`src/rtl/text_frame_buffer.sv`:
```
// Text frame buffer: cursor-driven character writes, CR/LF/BS, clear and circular-row scroll; rd_data 1 cycle after rd_row/rd_col.
// in_ready drops for the whole clear/scroll sweep and in any cycle with clear asserted.
module text_frame_buffer #(
  parameter int                    DATA_WIDTH = 8,
  parameter int                    ROWS       = 4,
  parameter int                    COLS       = 32,
  parameter bit                    SCROLL_EN  = 1'b1,
  parameter logic [DATA_WIDTH-1:0] FILL_CHAR  = 8'h20,
  parameter logic [DATA_WIDTH-1:0] CODE_CR    = 8'h0D,
  parameter logic [DATA_WIDTH-1:0] CODE_LF    = 8'h0A,
  parameter logic [DATA_WIDTH-1:0] CODE_BS    = 8'h08
) (
  input  logic                      clk,
  input  logic                      reset,
  input  logic                      in_valid,
  input  logic [DATA_WIDTH-1:0]     in_data,
  output logic                      in_ready,
  input  logic                      clear,
  input  logic [$clog2(ROWS)-1:0]   rd_row,
  input  logic [$clog2(COLS)-1:0]   rd_col,
  output logic [DATA_WIDTH-1:0]     rd_data,
  output logic [$clog2(ROWS)-1:0]   cur_row,
  output logic [$clog2(COLS)-1:0]   cur_col,
  output logic                      busy
);
  localparam int RW    = $clog2(ROWS);
  localparam int CW    = $clog2(COLS);
  localparam int DEPTH = ROWS * COLS;
  localparam int AW    = $clog2(DEPTH);
  localparam logic [RW-1:0] LAST_ROW      = RW'(ROWS - 1);
  localparam logic [CW-1:0] LAST_COL      = CW'(COLS - 1);
  localparam logic [AW-1:0] LAST_CELL     = AW'(DEPTH - 1);
  localparam logic [AW-1:0] LAST_ROW_CELL = AW'(COLS - 1);

  typedef enum logic [1:0] {IDLE, CLEAR_ALL, CLEAR_ROW} state_t;

  state_t                  state_q, state_d;
  logic [RW-1:0]           base_q, base_d;
  logic [RW-1:0]           row_q, row_d;
  logic [CW-1:0]           col_q, col_d;
  logic [AW-1:0]           cnt_q, cnt_d;
  logic [RW-1:0]           clr_row_q, clr_row_d;
  logic [DATA_WIDTH-1:0]   rd_data_q, rd_data_d;
  logic [DATA_WIDTH-1:0]   mem_q [DEPTH];

  logic                    wr_en;
  logic [AW-1:0]           wr_addr;
  logic [DATA_WIDTH-1:0]   wr_dat;
  logic                    adv_line;
  logic                    rd_oob;
  logic [AW-1:0]           rd_addr;

  // Logical-to-physical row: the base rotates instead of moving data on scroll.
  function automatic logic [RW-1:0] phys(input logic [RW-1:0] base, input logic [RW-1:0] lrow);
    logic [RW:0] sum;
    sum = {1'b0, base} + {1'b0, lrow};
    if (sum >= (RW+1)'(ROWS)) sum = sum - (RW+1)'(ROWS);
    return sum[RW-1:0];
  endfunction

  function automatic logic [AW-1:0] cell_addr(input logic [RW-1:0] r, input logic [CW-1:0] c);
    return AW'(r) * AW'(COLS) + AW'(c);
  endfunction

  assign in_ready = (state_q == IDLE) && !clear;
  assign busy     = (state_q != IDLE);
  assign cur_row  = row_q;
  assign cur_col  = col_q;
  assign rd_data  = rd_data_q;

  always_comb begin
    state_d   = state_q;
    base_d    = base_q;
    row_d     = row_q;
    col_d     = col_q;
    cnt_d     = cnt_q;
    clr_row_d = clr_row_q;
    wr_en     = 1'b0;
    wr_addr   = cell_addr(phys(base_q, row_q), col_q);
    wr_dat    = in_data;
    adv_line  = 1'b0;

    case (state_q)
      CLEAR_ALL: begin
        wr_en   = 1'b1;
        wr_addr = cnt_q;
        wr_dat  = FILL_CHAR;
        cnt_d   = cnt_q + 1'b1;
        if (cnt_q == LAST_CELL) begin
          state_d = IDLE;
          cnt_d   = '0;
        end
      end
      CLEAR_ROW: begin
        wr_en   = 1'b1;
        wr_addr = cell_addr(clr_row_q, cnt_q[CW-1:0]);
        wr_dat  = FILL_CHAR;
        cnt_d   = cnt_q + 1'b1;
        if (cnt_q == LAST_ROW_CELL) begin
          state_d = IDLE;
          cnt_d   = '0;
        end
      end
      IDLE: begin
        if (clear) begin
          row_d   = '0;
          col_d   = '0;
          base_d  = '0;
          cnt_d   = '0;
          state_d = CLEAR_ALL;
        end else if (in_valid) begin
          if (in_data == CODE_CR) begin
            col_d = '0;
          end else if (in_data == CODE_LF) begin
            col_d    = '0;
            adv_line = 1'b1;
          end else if (in_data == CODE_BS) begin
            // Backspace stops at column 0; it never pulls the cursor up a line.
            if (col_q != '0) begin
              col_d   = col_q - 1'b1;
              wr_en   = 1'b1;
              wr_addr = cell_addr(phys(base_q, row_q), col_q - 1'b1);
              wr_dat  = FILL_CHAR;
            end
          end else begin
            wr_en = 1'b1;
            if (col_q == LAST_COL) begin
              col_d    = '0;
              adv_line = 1'b1;
            end else begin
              col_d = col_q + 1'b1;
            end
          end
        end
      end
      default: state_d = IDLE;
    endcase

    if (adv_line) begin
      if (row_q != LAST_ROW) begin
        row_d = row_q + 1'b1;
      end else begin
        // The row being cleared is phys(0) now, which becomes the new bottom row after a scroll.
        clr_row_d = base_q;
        cnt_d     = '0;
        state_d   = CLEAR_ROW;
        if (SCROLL_EN) base_d = (base_q == LAST_ROW) ? '0 : base_q + 1'b1;
        else           row_d  = '0;
      end
    end
  end

  always_comb begin
    rd_oob    = (32'(rd_row) >= ROWS) || (32'(rd_col) >= COLS);
    rd_addr   = rd_oob ? '0 : cell_addr(phys(base_q, rd_row), rd_col);
    rd_data_d = rd_oob ? FILL_CHAR : mem_q[rd_addr];
  end

  always_ff @(posedge clk) begin
    if (reset) begin
      state_q   <= CLEAR_ALL;
      base_q    <= '0;
      row_q     <= '0;
      col_q     <= '0;
      cnt_q     <= '0;
      clr_row_q <= '0;
      rd_data_q <= '0;
    end else begin
      state_q   <= state_d;
      base_q    <= base_d;
      row_q     <= row_d;
      col_q     <= col_d;
      cnt_q     <= cnt_d;
      clr_row_q <= clr_row_d;
      rd_data_q <= rd_data_d;
    end
  end

  always_ff @(posedge clk) begin
    if (wr_en && !reset) mem_q[wr_addr] <= wr_dat;
  end

endmodule

```
`config.mk`:
```
export PLATFORM = sky130hd
export DESIGN_NAME = text_frame_buffer
export DESIGN_NICKNAME = d
export VERILOG_FILES = /design/src/rtl/text_frame_buffer.sv
export SDC_FILE = /design/constraint.sdc
export NUM_CORES = 1
export LEC_CHECK = 0
export ABC_AREA = 1
export BUFFER_PORTS_ARGS = -buffer_cell sky130_fd_sc_hd__buf_2
export CAP_MARGIN = 20
export CELL_PAD_IN_SITES_DETAIL_PLACEMENT = 1
export CELL_PAD_IN_SITES_GLOBAL_PLACEMENT = 1
export CORE_MARGIN = 5
export CORE_UTILIZATION = 30
export DETAILED_ROUTE_END_ITERATION = 8
export PLACE_DENSITY = 0.56
export SYNTH_ARGS = -nofsm -noshare
export SYNTH_HDL_FRONTEND = slang
export SYNTH_SLANG_ARGS = --single-unit
```
`constraint.sdc`:
```
create_clock -name clk -period 10.3 [get_ports clk]
set_clock_uncertainty 0.15 [all_clocks]
set_input_delay 1.545 -clock clk [delete_from_list [all_inputs] [get_ports clk]]
set_output_delay 1.545 -clock clk [all_outputs]
set_load 0.03 [all_outputs]
```
== Yosys cells after proc, flatten, opt, wreduce, memory -nomap -nowiden ==
Memories as Yosys holds them, arrays and structs flattened. A register that Yosys moved wholly into a read port is not among the register bits.
Cells that the tools add are included.
Word-level totals
  word-level logic and storage cells: 112
  register bits: 20
  memory bits (writable): 1024
  memories kept: 1
Cells by class
  reductions and logical operators: 11
  mux-type cells: 67
  eq/ne operators: 11
  magnitude comparators: 2
  $add $sub $neg: 13
  bitwise operators: 1
Memories
  mem_q: words 128, bits a word 8, rd ports 1, clocked after Yosys merged registers in 1, wr ports 1, RTL line 44  | logic [DATA_WIDTH-1:0] mem_q [DEPTH];
Operator list (count)
  7-bit 2-to-1 mux: 11
  8-bit 2-to-1 mux: 6
  2-bit 2-to-1 mux: 23
  7-bit one-hot mux with 3 select lines: 2
  5-bit 2-to-1 mux: 7
  7-bit by 5-bit adder with 7-bit output: 4
  8-bit by 4-bit == test with 1-bit output, second input constant: 3
  8-bit one-hot mux with 2 select lines: 1
  1-bit 2-to-1 mux: 15
  7-bit by 1-bit adder with 7-bit output, second input constant: 1
  7-bit by 5-bit == test with 1-bit output, second input constant: 1
  7-bit == test, second input constant: 1
  2-bit by 2-bit adder with 3-bit output: 2
  3-bit greater-or-equal comparator, second input constant: 2
  2-bit one-hot mux with 3 select lines: 1
  5-bit by 1-bit adder with 5-bit output, second input constant: 1
  5-bit == test, second input constant: 1
  5-bit by 4-bit != test with 1-bit output, second input constant: 1
  5-bit nonzero test: 1
  5-bit by 1-bit subtractor with 5-bit output, second input constant: 1
  2-bit by 1-bit adder with 2-bit output, second input constant: 2
  2-bit == test, second input constant: 2
  2-bit nonzero test: 2
  2-bit by 1-bit subtractor with 2-bit output, second input constant: 2
  10 further kinds: 12

== Depth between registers and ports, before layout ==
  word-level depth: 18
  mapped depth: 14
  gate-level depth less buffers: 12

== Worst setup path after synthesis ==
No wires, ideal clock.
  path kind: in2reg
  start: input port in_data[3]
  end: memory mem_q[0][3] (data pin)
  arrival time: 6568 ps
  setup time: 1198 ps
  setup slack: 2385 ps
  stages: 2
  path buffers: 0
  cell sequence: inv_2 o21ai_0
On the way
  word-level cells in the longest chain between the ends: 7
  elaborated cells on any way between the ends: 10
  classes of those cells: 3 x eq/ne; 7 x mux
Ends and longest elaborated chain
  start: declaration: RTL line 16  | input logic [DATA_WIDTH-1:0] in_data,
  8-bit by 4-bit == test with 1-bit output / 8-bit 2-to-1 mux (equally long branches): RTL line 117, 119
  8-bit 2-to-1 mux: RTL line 117  | end else if (in_data == CODE_BS) begin
  8-bit 2-to-1 mux: RTL line 114  | end else if (in_data == CODE_LF) begin
  8-bit 2-to-1 mux: RTL line 112  | if (in_data == CODE_CR) begin
  8-bit 2-to-1 mux: RTL line 111  | end else if (in_valid) begin
  8-bit 2-to-1 mux: RTL line 105  | if (clear) begin
  8-bit one-hot mux with 2 select lines (*): RTL line 83  | case (state_q)
  net wr_dat[3]: RTL line 48  | logic [DATA_WIDTH-1:0] wr_dat;
  end: declaration: RTL line 44
Mark *: on every way through the listed nets, which the timed path passes. The rest lies on a longest branch.

== Worst setup path in the final report ==
  start: register state_q[0]
  end: output port in_ready
On the way
  word-level cells in the longest chain between the ends: 2
Ends and longest elaborated chain
  start: declaration: RTL line 37  | state_t state_q, state_d;
  start signal: assignment: RTL line 169  | state_q <= state_d;
  2-bit zero test: RTL line 65  | assign in_ready = (state_q == IDLE) && !clear;
  1-bit logical AND: RTL line 65
  end: declaration: RTL line 17  | output logic in_ready,
Every way passes these cells.

==> impl_metrics.py <==
metrics = {
    "global_routing": {
        "antenna_found_initial": 3,
        "grt_pass1_wl_mm": 201,
        "grt.overflow.total": 0,
        "track_usage_pct": 17.4,
        "grt_start_max_net_pins": 146,
        "grt_pass1_vias": 30200,
    },
    "place": {
        "hpwl_mm": 75.5,
        "dpl_cell_area_um2": 45700,
        "place.gp.congestion": 0.779,
        "port_buffers": 35,
    },
    "detailed_routing": {
        "vias": 29100,
        "avgViaCountPerCell": 5.02,
        "wl_per_cell_um": 23.2,
        "ant_nets": 0,
        "wirelength_mm": 135,
        "drc": 0,
        "firstDrtPassIters": 7,
        "drt_iter0_drc": 2310,
    },
    "power": {
        "power_density_nw_per_um2": 189,
        "ir_drop_v": 0.000140,
        "cellInternalPower_w": 0.00703,
        "p_leak_nw": 17.3,
        "p_seq_share_pct": 50.8,
        "netSwitchingFraction_pct": 24.4,
        "power_switching_w": 0.00227,
        "clkPwrFrac_pct": 42.1,
        "pwr-share-comb_pct": 7.1,
    },
    "logic_synthesis": {
        "post_synth.cell_area_avg_um2": 11.4,
        "netlist_area_um2": 43500,
        "ys_seq_area_share_pct": 71.9,
        "syn_nets": 3864,
        "ys_warn_count": 0,
        "syn_inst": 3833,
        "synth-seq-cells": 1052,
        "yosysUniqueCellTypes": 38,
    },
    "flow_run": {
        "maxCapViolCount": 0,
    },
    "sta": {
        "slew_viol_final": 0,
        "setup_tns_ns": 0,
        "rsz0062_at_grt": "false",
        "finalCriticalPeriod_ns": 4.79,
        "worstMarginPinSlew_ns": 1.17,
        "hold_violations": 0,
        "fin_crit_sh_pct": 46.5,
        "fmax_ghz": 0.209,
        "maxSlewHeadroom_pct": 22.1,
        "setup_viol": 0,
    },
    "finish": {
        "fin_util_pct": 34.2,
        "final_cell_mix": "nand2_1, edfxtp_1, nand3_1",
        "synthToLayoutAreaGrowth_pct": 13.2,
        "drive_gt1_share_pct": 7.35,
        "layout_commonest_cell": "nand2_1",
        "fin_area_um2": 49300,
        "num-nets-final": 3830,
    },
    "floorplan": {
        "rows": 139,
        "die_area_um2": 153000,
        "initial_core_util_pct": 30.2,
        "core_area_um2": 144000,
        "pin_count": 36,
        "die_height_um": 391,
        "die_width_um": 391,
    },
    "critical_path": {
        "r2r_cells": 8,
        "crit_chain": "inv_1 -> ha_1 -> clkinv_1 -> nor2_1 -> buf_2",
        "crit_slowest_cell": "clkinv_1",
        "end_kind": "output port",
        "worst_ep_arrival_time_ns": 3.10,
        "worstSetupPathType": "flip-flop to output port",
        "required_ns": 8.61,
        "worst-path-max-fanout": 15,
        "crit_path_max_incr_delay_ns": 0.72,
        "start_kind": "flip-flop",
    },
    "clock_network": {
        "cts.htree.levels": 3,
        "clk_latency_ns": 0.72,
        "clk_path_buf_depth": 3,
        "cts-root-buf": "clkbuf_16",
        "cts_tree": "done",
        "clock_sinks": 1052,
        "cts-resized-gates": 0,
        "postCtsSetupRepairBufs": 0,
        "cts_made_buffers": 116,
        "clk_pin_slew_ns": 0.06,
        "hold_buffers": 0,
    },
    "hold_path": {
        "hold_depth": 2,
        "hold_class": "flip-flop to flip-flop",
    },
    "outcome": {
        "outcome": "finished clean",
    },
}
-- sequential cells by signal, indices dropped and copies added (netlist names) --
register   flops
base_q         2
clr_row_q      2
cnt_q          7
cur_col        5
cur_row        2
mem_q       1024
rd_data        8
state_q        2
-- routing by layer --
metal	vias to the layer above	GRT usage [%]	wire (µm)
met5	-	0	0
met4	0	3.88	2450
met3	153	2.33	6170
met2	645	29.2	64600
met1	14900	24.1	61600
li1	13400	-	-
-- cell families after synthesis --
kind of cell | after synthesis | share of synthesized area, %
AND/OR/NAND/NOR | 2404 | 23.8
flip-flops | 1052 | 71.9
buffers and inverters | 292 | 2.74
AO/OA/AOI/OAI | 66 | 1.03
adder cells (fa/ha/maj) | 12 | 0.345
XOR/XNOR | 7 | 0.141
-- cells in the mapped netlist --
master / count / area share (%)
clkinv_1: 2 / 0.017
inv_2: 6 / 0.052
o21ai_2: 1 / 0.020
clkbuf_1: 152 / 1.3
o21ai_0: 12 / 0.14
xor2_1: 6 / 0.12
a21oi_2: 1 / 0.020
buf_4: 1 / 0.017
a21oi_4: 4 / 0.15
nor2_1: 178 / 1.5
ha_1: 12 / 0.34
o21ai_4: 1 / 0.037
o211a_1: 1 / 0.023
nand3_2: 11 / 0.25
o21bai_1: 2 / 0.034
edfxtp_1: 1024 / 71
buf_6: 9 / 0.23
o221ai_1: 2 / 0.040
nor3_1: 4 / 0.046
nand3_1: 972 / 11
nor2_4: 1 / 0.026
a21oi_1: 27 / 0.31
o22ai_1: 2 / 0.029
nor2_2: 5 / 0.072
nand2_2: 3 / 0.043
a211oi_1: 4 / 0.069
buf_1: 55 / 0.47
o211ai_1: 3 / 0.052
buf_2: 20 / 0.23
xnor2_1: 1 / 0.020
or2_2: 1 / 0.014
dfxtp_1: 28 / 1.3
nand2_1: 1220 / 11
a22oi_1: 4 / 0.069
inv_1: 47 / 0.41
nand4_1: 8 / 0.11
o31ai_1: 2 / 0.034
nand3_4: 1 / 0.040
-- through the flow --
stage	power [W]	setup WS (ns)	hold WS (ns)	cells
5_1_grt	0.00963	5.26	0.391	5796
6_report	0.00930	5.51	0.385	5797
4_1_cts	0.00939	5.43	0.380	5795
2_1_floorplan	0.00520	2.38	0.305	3833
3_5_place_dp	0.00549	4.90	0.372	5583
3_3_place_gp	0.00548	4.91	0.334	5577
-- area by class of cell --
cell class	instances	area, µm²
Sequential cell	1052	31300
Antenna cell	1	2.50
Clock inverter	64	520
Fill cell	15700	94700
Multi-Input combinational cell	2489	11100
Tap cell	1903	2380
Clock buffer	148	3020
Timing Repair Buffer	85	691
Inverter	55	224
-- power groups by stage --
stage | Sequential [W] | Combinational, W | Clock, W
2_1_floorplan | 0.00483 | 0.000369 | 0
3_3_place_gp | 0.00482 | 0.000655 | 0
3_5_place_dp | 0.00482 | 0.000666 | 0
4_1_cts | 0.00473 | 0.000666 | 0.00400
5_1_grt | 0.00473 | 0.000714 | 0.00418
6_report | 0.00473 | 0.000657 | 0.00392
-- final timing paths --
path	to	slack, ns	startpoint
worst max-delay path	in_ready	5.51	state_q[0]$_SDFF_PP1_
worst min-delay path	clr_row_q[0]$_SDFFE_PP0P_	0.39	clr_row_q[0]$_SDFFE_PP0P_
worst max register to register	mem_q[8][7]$_DFFE_PP_	5.54	state_q[1]$_SDFF_PP0_
worst min register to register	clr_row_q[0]$_SDFFE_PP0P_	0.39	clr_row_q[0]$_SDFFE_PP0P_
-- worst max-delay path: cells and delay by family, from the launching register on --
family / cells / cell delay, ns
adder cells (fa/ha/maj): 1 / 0.56
buffers and inverters: 3 / 1.09
flip-flops: 1 / 0.33
AND/OR/NAND/NOR: 1 / 0.40
Note: power is estimated with default switching activity, not from simulation.
